<file path="config.mk">
export PLATFORM = sky130hd
export DESIGN_NAME = mem_access_unit
export DESIGN_NICKNAME = d
export VERILOG_FILES = /design/src/rtl/mem_access_unit.sv
export SDC_FILE = /design/constraint.sdc
export NUM_CORES = 1
export LEC_CHECK = 0
export BUFFER_PORTS_ARGS = -buffer_cell sky130_fd_sc_hd__buf_2
export CAP_MARGIN = 25
export CORE_ASPECT_RATIO = 0.75
export CORE_MARGIN = 4
export CORE_UTILIZATION = 40
export DETAILED_ROUTE_END_ITERATION = 6
export GPL_ROUTABILITY_DRIVEN = 0
export PLACE_DENSITY = 0.67
export REMOVE_ABC_BUFFERS = 1
export SLEW_MARGIN = 20
export SYNTH_ARGS = -nofsm -noshare
export SYNTH_HDL_FRONTEND = slang
export SYNTH_SLANG_ARGS = --single-unit
</file>
<file path="constraint.sdc">
create_clock -name clk -period 4.7 [get_ports clk]
set_clock_uncertainty 0.05 [all_clocks]
set_input_delay 0.94 -clock clk [delete_from_list [all_inputs] [get_ports clk]]
set_output_delay 0.94 -clock clk [all_outputs]
set_load 0.1 [all_outputs]
</file>
<file path="src/rtl/mem_access_unit.sv">
// mem_access_unit: runs the data-memory transaction for the instruction held in
// EX/MEM. It builds byte enables and lane-replicated store data, waits on a
// req/ready handshake with a timeout, extends load data, and registers the
// result into MEM/WB. Upstream stages are stalled while a request is in flight.
module mem_access_unit #(
  parameter int TIMEOUT_CYCLES = 16,
  parameter int CNT_W          = 5
) (
  input  logic        clk,
  input  logic        reset,
  input  logic        in_valid,
  input  logic        in_regwrite,
  input  logic        in_memtoreg,
  input  logic        in_memread,
  input  logic        in_memwrite,
  input  logic [2:0]  in_f3,
  input  logic [31:0] in_aluresult,
  input  logic [31:0] in_store_data,
  input  logic [4:0]  in_rd,
  output logic        stall,
  output logic        dmem_req,
  output logic        dmem_we,
  output logic [31:0] dmem_addr,
  output logic [3:0]  dmem_be,
  output logic [31:0] dmem_wdata,
  input  logic        dmem_ready,
  input  logic [31:0] dmem_rdata,
  output logic        wb_valid,
  output logic        wb_regwrite,
  output logic        wb_memtoreg,
  output logic [4:0]  wb_rd,
  output logic [31:0] wb_aluresult,
  output logic [31:0] wb_loaddata,
  output logic        misalign,
  output logic        bus_err
);

  typedef enum logic {IDLE, BUSY} state_t;

  localparam logic [CNT_W-1:0] CNT_LAST = CNT_W'(TIMEOUT_CYCLES - 1);

  state_t state_reg, state_next;
  logic [CNT_W-1:0] cnt_reg;

  // Copy of the instruction taken on the IDLE->BUSY edge
  logic        lat_regwrite_reg;
  logic        lat_memtoreg_reg;
  logic        lat_memread_reg;
  logic [2:0]  lat_f3_reg;
  logic [4:0]  lat_rd_reg;
  logic [31:0] lat_alu_reg;

  logic        mem_op;
  logic        legal;
  logic        accept;
  logic        done_ok;
  logic        done_to;
  logic [3:0]  be_calc;
  logic [31:0] wdata_calc;
  logic [7:0]  lane_byte;
  logic [15:0] lane_half;
  logic [31:0] load_ext;

  assign mem_op = in_valid & (in_memread | in_memwrite);

  // Decode the incoming access: legality, byte enables, lane-replicated data
  always_comb begin
    legal      = 1'b0;
    be_calc    = 4'b0000;
    wdata_calc = 32'h0;
    if (!(in_memread && in_memwrite)) begin
      case (in_f3)
        3'b000, 3'b100: begin
          legal      = 1'b1;
          be_calc    = 4'b0001 << in_aluresult[1:0];
          wdata_calc = {4{in_store_data[7:0]}};
        end
        3'b001, 3'b101: begin
          legal      = ~in_aluresult[0];
          be_calc    = in_aluresult[1] ? 4'b1100 : 4'b0011;
          wdata_calc = {2{in_store_data[15:0]}};
        end
        3'b010: begin
          legal      = (in_aluresult[1:0] == 2'b00);
          be_calc    = 4'b1111;
          wdata_calc = in_store_data;
        end
        default: legal = 1'b0;
      endcase
    end
  end

  // Pick the addressed lane of the returned word and extend it per funct3
  always_comb begin
    case (lat_alu_reg[1:0])
      2'b00:   lane_byte = dmem_rdata[7:0];
      2'b01:   lane_byte = dmem_rdata[15:8];
      2'b10:   lane_byte = dmem_rdata[23:16];
      default: lane_byte = dmem_rdata[31:24];
    endcase
    lane_half = lat_alu_reg[1] ? dmem_rdata[31:16] : dmem_rdata[15:0];
    case (lat_f3_reg)
      3'b000:  load_ext = {{24{lane_byte[7]}}, lane_byte};
      3'b100:  load_ext = {24'h0, lane_byte};
      3'b001:  load_ext = {{16{lane_half[15]}}, lane_half};
      3'b101:  load_ext = {16'h0, lane_half};
      3'b010:  load_ext = dmem_rdata;
      default: load_ext = 32'h0;
    endcase
  end

  // State register
  always_ff @(posedge clk) begin
    if (reset) state_reg <= IDLE;
    else       state_reg <= state_next;
  end

  // Next state, stall and transaction events; ready beats a same-cycle timeout
  always_comb begin
    state_next = state_reg;
    stall      = 1'b0;
    accept     = 1'b0;
    done_ok    = 1'b0;
    done_to    = 1'b0;
    case (state_reg)
      IDLE: begin
        if (mem_op && legal) begin
          accept     = 1'b1;
          stall      = 1'b1;
          state_next = BUSY;
        end
      end
      BUSY: begin
        if (dmem_ready) begin
          done_ok    = 1'b1;
          state_next = IDLE;
        end else if (cnt_reg == CNT_LAST) begin
          done_to    = 1'b1;
          state_next = IDLE;
        end else begin
          stall = 1'b1;
        end
      end
      default: state_next = IDLE;
    endcase
  end

  // Bus signals, latched instruction, timeout counter and MEM/WB register
  always_ff @(posedge clk) begin
    if (reset) begin
      cnt_reg          <= '0;
      dmem_req         <= 1'b0;
      dmem_we          <= 1'b0;
      dmem_addr        <= 32'h0;
      dmem_be          <= 4'b0000;
      dmem_wdata       <= 32'h0;
      lat_regwrite_reg <= 1'b0;
      lat_memtoreg_reg <= 1'b0;
      lat_memread_reg  <= 1'b0;
      lat_f3_reg       <= 3'b000;
      lat_rd_reg       <= 5'd0;
      lat_alu_reg      <= 32'h0;
      wb_valid         <= 1'b0;
      wb_regwrite      <= 1'b0;
      wb_memtoreg      <= 1'b0;
      wb_rd            <= 5'd0;
      wb_aluresult     <= 32'h0;
      wb_loaddata      <= 32'h0;
      misalign         <= 1'b0;
      bus_err          <= 1'b0;
    end else begin
      misalign <= 1'b0;
      bus_err  <= 1'b0;
      case (state_reg)
        IDLE: begin
          cnt_reg <= '0;
          if (accept) begin
            dmem_req         <= 1'b1;
            dmem_we          <= in_memwrite;
            dmem_addr        <= {in_aluresult[31:2], 2'b00};
            dmem_be          <= be_calc;
            dmem_wdata       <= wdata_calc;
            lat_regwrite_reg <= in_regwrite;
            lat_memtoreg_reg <= in_memtoreg;
            lat_memread_reg  <= in_memread;
            lat_f3_reg       <= in_f3;
            lat_rd_reg       <= in_rd;
            lat_alu_reg      <= in_aluresult;
            wb_valid         <= 1'b0;
            wb_regwrite      <= 1'b0;
            wb_memtoreg      <= 1'b0;
            wb_rd            <= 5'd0;
            wb_aluresult     <= 32'h0;
            wb_loaddata      <= 32'h0;
          end else if (in_valid) begin
            // Non-memory op passes through; an illegal access retires without writeback
            wb_valid     <= 1'b1;
            wb_regwrite  <= in_regwrite & ~mem_op;
            wb_memtoreg  <= in_memtoreg;
            wb_rd        <= in_rd;
            wb_aluresult <= in_aluresult;
            wb_loaddata  <= 32'h0;
            misalign     <= mem_op;
          end else begin
            wb_valid     <= 1'b0;
            wb_regwrite  <= 1'b0;
            wb_memtoreg  <= 1'b0;
            wb_rd        <= 5'd0;
            wb_aluresult <= 32'h0;
            wb_loaddata  <= 32'h0;
          end
        end
        BUSY: begin
          if (done_ok || done_to) begin
            dmem_req     <= 1'b0;
            dmem_we      <= 1'b0;
            dmem_be      <= 4'b0000;
            wb_valid     <= 1'b1;
            wb_regwrite  <= lat_regwrite_reg & done_ok;
            wb_memtoreg  <= lat_memtoreg_reg;
            wb_rd        <= lat_rd_reg;
            wb_aluresult <= lat_alu_reg;
            wb_loaddata  <= (done_ok && lat_memread_reg) ? load_ext : 32'h0;
            bus_err      <= done_to;
          end else begin
            cnt_reg <= cnt_reg + 1'b1;
          end
        end
        default: cnt_reg <= '0;
      endcase
    end
  end

endmodule

</file>
==> summary.md, run 1 <==
| Metric | Value |
|---|---|
| Mapped Cells | `796` |
| Mapped cell area | `7080 µm²` |
| Clock Tree Buf Depth | `2` |
| First-pass GRT wire length | `33100 µm` |
| Clk_lat worst skew | `~420 ps` |
| Drt via density | `5.32` |
| # DRC | `0` |
| Worst Path Arrival | `approximately 2400 ps` |
| CTS tree | `built` |
| DIE HEIGHT | `123 µm` |
| H-tree levels | `4` |
| Post-cts sizing count | `0` |
| Fraction of layout cells with a size suffix above 1 | `31.8%` |
| Core Util, Final | `51.6%` |
| Yosys reg bits | `around 160` |
| Syn avg cell area | `8.89 µm²` |
| Synth unique cells | `54` |
| Fin nets | `1098` |
| Setup crit start kind | `flip-flop` |
| Leak | `3.92 nW` |
| Endpoint class of the critical path | `output port` |
| Post-route minimum period | `3390 ps` |
| Worst hold path stage count | `2` |
| Non-Filler Instances | `between 1000 and 1500` |
| Core area | `17100 µm²` |
| IO buf count | `254` |
| CTS sink count | `161` |
| Fin crit share | `72.1%` |
| Critical R2R Capture | `wb_loaddata[13]` |
| Yosys warning count | `0` |
| CTS buffer count | `17` |
| Row count | `41` |
| Dpl cells | `between 1000 and 1500` |
| Number of flops mapped to enable cells by yosys | `0` |
| 1st-pass router iterations | `5` |
| Worst-Margin Slew | `1050 ps` |
| DR vias | `6566` |
| CP max-delay cell | `buf_2` |
| Global route overflow | `0` |
| Vias in the first global route | `6228` |
| Post-CTS setup buffers | `0` |
| R2R Setup Slk | `1980 ps` |
| Initial antenna violation count | `3` |
| Fmax | `295 MHz` |
| All-Layer GR Usage | `20.8%` |
| Ys flop type | `dfxtp_1` |
| CTS Hold Buffers Added | `0` |
| Worst setup path class | `reg -> out` |
| Worst-path cell chain | `ha_1, and3_1, ha_1, nor2_2, buf_4, nand2_1, nand2_1, buf_2` |
| Total Routed Length | `roughly 21000 µm` |
| Slew headroom | `roughly 30%` |
| Peak supply drop | `0.214 mV` |
| Root buf cell | `clkbuf_16` |
| PwrDens | `between 400 and 500 nW/µm²` |
| Die area | `19900 µm²` |
| Hold Fails Final Rpt | `0` |
| CP Buf/Inv Count | `2` |
| RSZ-0062 raised after global routing | `false` |
| Reg2reg path depth | `8` |
| Hold_ws | `402 ps` |
| WHS Endpoint | `lat_rd_reg[0]` |
| Seq/Total Area, Yosys | `between 40% and 50%` |
| Die Wd | `~160 µm` |
| Outcome | `finished, final reports clean` |
| IO Count | `257` |
| Slew Viols, Final | `0` |
| Routed length per instance | `~17 µm` |
| Largest stage delay, worst path | `430 ps` |
| Largest net degree at the start of global routing | `86` |
| Worst hold path type | `reg -> reg` |
| Max Cap Viol | `0` |
| CP max FO | `28` |
| Worst-path clk slew | `around 60 ps` |
| P&R area growth vs syn | `24.6%` |
| CP top delay family | `buffers and inverters` |
| Antenna viol nets, final | `0` |
| Initial Util | `41.4%` |
| Dpl hpwl | `14300 µm` |
| Iteration-0 DRC Markers | `456` |
| Ys async rst share | `0%` |
| FF-to-FF Start | `cnt_reg[0]` |
| Min-delay src | `lat_rd_reg[0]` |
| Crit path required time | `3710 ps` |
| Final setup viols | `0` |
==> report_power, final <==
part | internal, mW | switching [mW] | leakage [nW]
logic | 0.144 | 0.532 | 2.32
registers | 1.41 | 0.0320 | 1.31
clock network | 0.861 | 0.589 | 0.289
==> placed cells by master, fill, tap and decap left out, drive strengths merged, types with 3 or more instances in the layout <==
master / n
xor2: 3
o2bb2ai: 27
a22o: 3
nor2: 42
nand2b: 13
a221oi: 8
clkinvlp: 4
clkbuf: 19
buf: 263
a21oi: 73
and3: 3
a221o: 17
inv: 10
nor3: 21
mux2i: 19
nand3b: 16
o21ai: 46
a222oi: 14
o211a: 21
nor2b: 3
a211oi: 19
mux2: 8
a311oi: 8
dfxtp: 161
nand2: 145
bufinv: 3
==> worst register-to-register path, stage by stage (launching register included) <==
cell	delay [ps]
dfxtp_1	340
ha_1	210
and3_1	180
ha_1	220
nor2_2	90
buf_4	290
and2_0	690
a222oi_1	260
a221oi_1	290
==> routing by layer <==
metal / GRT usage, % / routed length [µm] / vias up / part of all wire, %
met5: 0 / 32 / - / 0.15
met4: 5.27 / 119 / 4 / 0.56
met3: 7.16 / 1990 / 12 / 9.3
met2: 32.5 / 9410 / 252 / 44
met1: 27.9 / 9810 / 3082 / 46
li1: - / - / 3216 / -
==> worst max-delay path by stage <==
stage | start | end | cells past startpoint
final | cnt_reg[0] | stall | 8
after global routing | cnt_reg[0] | stall | 8
after CTS | cnt_reg[0] | stall | 8
after detailed placement | in_f3[0] | stall | 5
after global placement | in_f3[0] | stall | 5
after floorplan | in_valid | stall | 3
==> stage by stage <==
step,cell area (µm²),TNS (ps),total power [mW],setup WS [ps]
finish,8820,0,3.57,1310
global route,8820,0,3.70,1190
CTS,8820,0,3.61,1290
detailed placement,8200,0,2.15,1330
global placement,8190,0,2.15,1340
floorplan,6540,-128,1.96,-128
==> final cells by class <==
cell class | count | area (µm²)
Antenna cell | 1 | 2.50
Clock buffer | 19 | 443
Clock inverter | 13 | 175
Fill cell | 1701 | 8260
Inverter | 6 | 22.5
Multi-Input combinational cell | 535 | 3320
Sequential cell | 161 | 3220
Tap cell | 236 | 295
Timing Repair Buffer | 263 | 1340
==> cells in the mapped netlist (6+ instances only) <==
library cell	n	share of area (%)
a211oi_1	19	2.0
a21oi_1	73	5.2
a221o_1	17	2.4
a221oi_1	8	0.99
a222oi_1	14	2.0
a311oi_1	8	0.99
buf_2	20	1.4
buf_4	38	4.0
clkbuf_1	34	1.8
dfxtp_1	161	46
inv_1	6	0.32
mux2_2	8	1.3
mux2i_1	19	2.7
nand2_1	145	7.7
nand2b_1	12	1.1
nand3b_1	16	1.7
nor2_1	41	2.2
nor3_1	19	1.3
o211a_1	20	2.8
o21ai_0	45	3.2
o2bb2ai_1	27	3.3
==> cells by family (layout without fill, tap and decap cells) <==
logic type	after synthesis	count (layout)	synth area share (%)
adders and majority gates	3	3	0.495
AOI/OAI and AO/OA	244	244	24.4
DFF	161	161	45.5
buffers and inverters	101	301	7.95
other	1	3	0.0530
and+or+nand+nor	255	255	17.1
xor gates and xnor gates	4	4	0.495
muxes	27	27	3.96
No activity file was read; power rests on OpenSTA's default activity.
==> inputs of run 2 (changes only) <==
Clock period 4.7 ns to 3.5 ns, I/O delays scaled along.
==> run 2 against run 1 <==
- via count is 0.82% lower
- largest cell class unchanged
- non-clock buffer count is 11 higher
- critical endpoint unchanged
- final area is 1.4% higher
- critical path type unchanged
- sequential power is 34% higher
- sequential cell count stayed put
- die area stayed put
- clock-buffer cell count stayed put
- critical path depth stayed put
==> summary.md, run 2 (same netlist as run 1, synthesis figures left out) <==
| Metric | Value |
|---|---|
| IO Count | `257` |
| Dpl hpwl | `approximately 15000 µm` |
| Crit path required time | `2750 ps` |
| Fin crit share | `between 80% and 90%` |
| CTS tree | `built` |
| Clk_lat worst skew | `410 ps` |
| Multi-input gate area | `3320 µm²` |
| Commonest non-fill, non-tap cell in the layout | `buf_2` |
| Total Neg Setup Slack | `0 ps` |
| Worst Path Arrival | `2140 ps` |
| Max Cap Viol | `0` |
| Fraction of layout cells with a size suffix above 1 | `32.5%` |
| Worst-path clk slew | `70 ps` |
| Worst-Margin Slew | `1030 ps` |
| Initial antenna violation count | `2` |
| Root buf cell | `clkbuf_16` |
| Reg area | `3220 µm²` |
| Slew Viols, Final | `0` |
| Met1 Track Usage GR | `between 20 and 30%` |
| Filler cells | `between 1500 and 2000` |
| Drt via density | `5.23` |
| Clock Tree Buf Depth | `2` |
| Die area | `roughly 20000 µm²` |
| Total power | `roughly 5 mW` |
| Final setup viols | `0` |
| Post-route cell area | `8950 µm²` |
| Post-cts sizing count | `0` |
| Global route overflow | `0` |
| # DRC | `0` |
| DR vias | `6512` |
| Busiest layer in global routing | `met2` |
| Leak | `4.01 nW` |
| Antenna viol nets, final | `0` |
| CTS buffer count | `17` |
| All-Layer GR Usage | `20.8%` |
| Setup crit start kind | `flip-flop` |
| CTS Hold Buffers Added | `0` |
| Worst hold path type | `reg -> reg` |
| First-pass GRT wire length | `33000 µm` |
| Die Wd | `between 150 and 200 µm` |
| Largest net degree at the start of global routing | `54` |
| Vias in the first global route | `just over 6000` |
| Post-CTS setup buffers | `0` |
| Post-route minimum period | `roughly 2900 ps` |
| RSZ-0062 raised after global routing | `false` |
| Peak supply drop | `0.271 mV` |
| Cell Area, Placed | `slightly above 8000 µm²` |
| CTS sink count | `161` |
| Initial Util | `approximately two fifths` |
| Iteration-0 DRC Markers | `597` |
| Row count | `41` |
| Core area | `about 17000 µm²` |
| H-tree levels | `4` |
| Most frequent cells in the layout | `buf_2, dfxtp_1, nand2_1` |
| DIE HEIGHT | `about 120 µm` |
| CP max FO | `23` |
| Fin nets | `1109` |
| Met3 Usage GRT | `under 10%` |
| IO buf count | `254` |
| Outcome | `finished, final reports clean` |
| ANT cells | `0` |
| Fmax | `346 MHz` |
| Routed length per instance | `~17 µm` |
| Met2 Use GR | `roughly 30%` |
| Slew headroom | `30.8%` |
| Hold Fails Final Rpt | `0` |
| Endpoint class of the critical path | `output port` |
| Total Routed Length | `21600 µm` |
| PwrDens | `about 550 nW/µm²` |
| Worst setup path class | `reg -> out` |
| P&R area growth vs syn | `26.4%` |
| 1st-pass router iterations | `7` |
[run 2: changes by cell type in the layout (fill, tap and decap cells not counted), sizes merged]
cell and delta:
buf +11, clkinvlp -3, bufinv +2, clkinv +2, diode -1, inv -1
[run 2: final cells by class]
type	count	share of cell area, %
clock buffer	19	4.95
clock inverter	13	2.31
inverter	6	0.252
multi-input combinational	535	37.1
sequential	161	36.0
tap	236	3.30
timing repair buffer	274	16.1
[run 2: path summary, 6_finish.rpt]
| kind | from | cells after the start | end | slack (ps) |
|---|---|---|---|---|
| setup / recovery | cnt_reg[0] | 8 | stall | 610 |
| hold / removal | lat_rd_reg[2] | 2 | lat_rd_reg[2] | 400 |
| hold reg to reg | lat_rd_reg[2] | 2 | lat_rd_reg[2] | 400 |
| setup reg to reg | cnt_reg[0] | 7 | wb_loaddata[13] | 1080 |
[run 2: worst max-delay path, stage by stage, from the launching register on]
cell and delay [ps]:
dfxtp_1 330, ha_1 210, and3_1 180, ha_1 220, nor2_2 140, nand2_1 70
buf_4 260, nand2_1 130, buf_12 180
[run 2: stage by stage]
stage          hold slack (ps)  worst slack, ps  util [%]  instances
4_1_cts                    402              579      52.4       1244
3_3_place_gp               390              927      48.5       1211
2_1_floorplan              377             -848         -        702
6_report                   401              612      52.4       1244
5_1_grt                    424              454      52.4       1244
3_5_place_dp               393              904      48.6       1212
[run 2: where the power goes]
group          total [mW]  switching, mW  internal, mW
sequential           1.94         0.0442          1.90
clock                2.07          0.784          1.29
combinational       0.918          0.715         0.203
[run 2: per-layer routing]
metal	vias up	part of all wire, %
li1	3233	-
met5	-	0.10
met2	270	42
met1	2982	47
met4	4	1.2
met3	23	9.7
==> inputs of run 3 (changes only) <==
Clock period 3.5 ns to 2.8 ns, I/O delays scaled along.
==> run 3 against run 2 <==
- hold slack worse by 89 ps
- sequential power up 25%
- combinational power up 26%
- clock power up 9%
- die area unchanged
- total power up 19%
- cell count unchanged
- utilization down 0.19 points
- sequential share of layout area up 0.13 points
- final area down 0.36%
==> summary.md, run 3 (same netlist as run 1, synthesis figures left out) <==
| Metric | Value |
|---|---|
| Worst-path clk slew | `roughly 60 ps` |
| Worst Path Arrival | `~1900 ps` |
| Die Wd | `162 µm` |
| Setup WS post-layout | `roughly 250 ps` |
| CTS sink count | `161` |
| Post-route minimum period | `2550 ps` |
| CP Buf/Inv Count | `1` |
| Post-CTS setup buffers | `0` |
| Worst hold path type | `in -> reg` |
| Leak | `3.98 nW` |
| Initial antenna violation count | `5` |
| CP top delay family | `simple AND/OR/NAND/NOR gates` |
| Row count | `41` |
| Fmax | `392 MHz` |
| CTS Hold Buffers Added | `0` |
| Worst-Margin Slew | `about 1000 ps` |
| RSZ-0062 raised after global routing | `false` |
| Worst setup path class | `reg -> out` |
| CP max-delay cell | `dfxtp_1` |
| Critical R2R Capture | `dmem_be[2]` |
| Dpl hpwl | `14900 µm` |
| Endpoint class of the critical path | `output port` |
| Filler cells | `1657` |
| Slew headroom | `around 33%` |
| P&R area growth vs syn | `26.0%` |
| Total power | `5.85 mW` |
| Worst-path cell chain | `ha_1, and3_1, ha_1, nor2_2, nand2_1, nand2_1, buf_12` |
| IO buf count | `between 200 and 300` |
| PwrDens | `656 nW/µm²` |
| Busiest layer in global routing | `met2` |
| DIE HEIGHT | `123 µm` |
| Crit path depth | `7` |
| Fin nets | `between 1000 and 1500` |
| Most frequent cells in the layout | `buf_2, dfxtp_1, nand2_1` |
| Antenna viol nets, final | `0` |
| IO Count | `257` |
| Initial Util | `41.4%` |
| Total Neg Setup Slack | `0 ps` |
| Die area | `19900 µm²` |
| DR vias | `6640` |
| FF-to-FF Start | `cnt_reg[0]` |
| Vias in the first global route | `6358` |
| Commonest non-fill, non-tap cell in the layout | `buf_2` |
| Setup crit start kind | `flip-flop` |
| Slew Viols, Final | `0` |
| Crit path from | `cnt_reg[0]` |
| Post-cts sizing count | `0` |
| Largest net degree at the start of global routing | `between 90 and 100` |
| R2R Setup Slk | `480 ps` |
| Setup WS pre-CTS | `~470 ps` |
| Hold_ws | `about 310 ps` |
| Peak supply drop | `between 0.3 and 0.4 mV` |
| Iteration-0 DRC Markers | `487` |
| Largest stage delay, worst path | `roughly 330 ps` |
| 1st-pass router iterations | `5` |
| Met1 Track Usage GR | `29.1%` |
| CP max FO | `4` |
| Core area | `17100 µm²` |
| Routed length per instance | `17.3 µm` |
| Met3 Usage GRT | `7.26%` |
| Reg2reg path depth | `7` |
| Root buf cell | `clkbuf_16` |
| All-Layer GR Usage | `around a fifth` |
| Critical Path End | `stall` |
| Met2 Use GR | `between 30 and 40%` |
| Total Routed Length | `21600 µm` |
| Clock Tree Buf Depth | `2` |
| Final setup viols | `0` |
| H-tree levels | `4` |
| Fraction of layout cells with a size suffix above 1 | `32.5%` |
| # DRC | `0` |
| Hold Fails Final Rpt | `0` |
| Fin crit share | `between 90% and 100%` |
| CTS buffer count | `17` |
| Drt via density | `5.34` |
| CTS tree | `built` |
| Outcome | `finished, final reports clean` |
| Max Cap Viol | `0` |
| First-pass GRT wire length | `roughly 34000 µm` |
| Crit path required time | `around 2200 ps` |
| Global route overflow | `0` |
| Clk_lat worst skew | `410 ps` |
-- run 3: changes by cell type in the layout (fill, tap and decap cells not counted), moves of 2 or more --
| cell | previous run | this run |
|---|---|---|
| inv_6 | 2 | 0 |
| bufinv_16 | 5 | 2 |
| clkinv_4 | 0 | 2 |
| buf_4 | 21 | 19 |
| buf_12 | 1 | 4 |
-- run 3: area by class of cell --
class                   count  area [µm²]  share of cell area (%)
clock buffers              20         457                    5.12
flip-flops and latches    161        3220                    36.1
multi-input cells         535        3320                    37.2
repair buffers            275        1480                    16.6
diodes                      1        2.50                  0.0281
well taps                 236         295                    3.31
clock inverters            10         113                    1.26
inverters                   6        22.5                   0.253
-- run 3: worst min path at each step --
stage,from,to,cells past startpoint
finish,in_aluresult[8],wb_aluresult[8],2
global route,in_aluresult[5],wb_aluresult[5],2
CTS,in_aluresult[8],wb_aluresult[8],2
detailed placement,dmem_be[3],dmem_be[3],1
global placement,lat_rd_reg[2],lat_rd_reg[2],2
floorplan,lat_memtoreg_reg,lat_memtoreg_reg,2
-- run 3: metrics by stage --
stage          util (%)  instances  cell area, µm²
2_1_floorplan         -        702            6540
3_3_place_gp       48.8       1213            8340
3_5_place_dp       48.8       1213            8340
4_1_cts            52.2       1243            8910
5_1_grt            52.2       1243            8910
6_report           52.2       1244            8920
-- run 3: where the power goes --
part           internal, mW  switching [mW]  total, mW
clock network          1.35           0.917       2.26
logic                 0.261           0.897       1.16
registers              2.37          0.0536       2.43
-- run 3: metal layers --
metal	share of wire [%]	wire, µm	vias up
met5	0.29	62	-
met4	1.1	234	10
met3	9.0	1940	33
met2	44	9390	260
met1	46	9930	3103
li1	-	-	3234
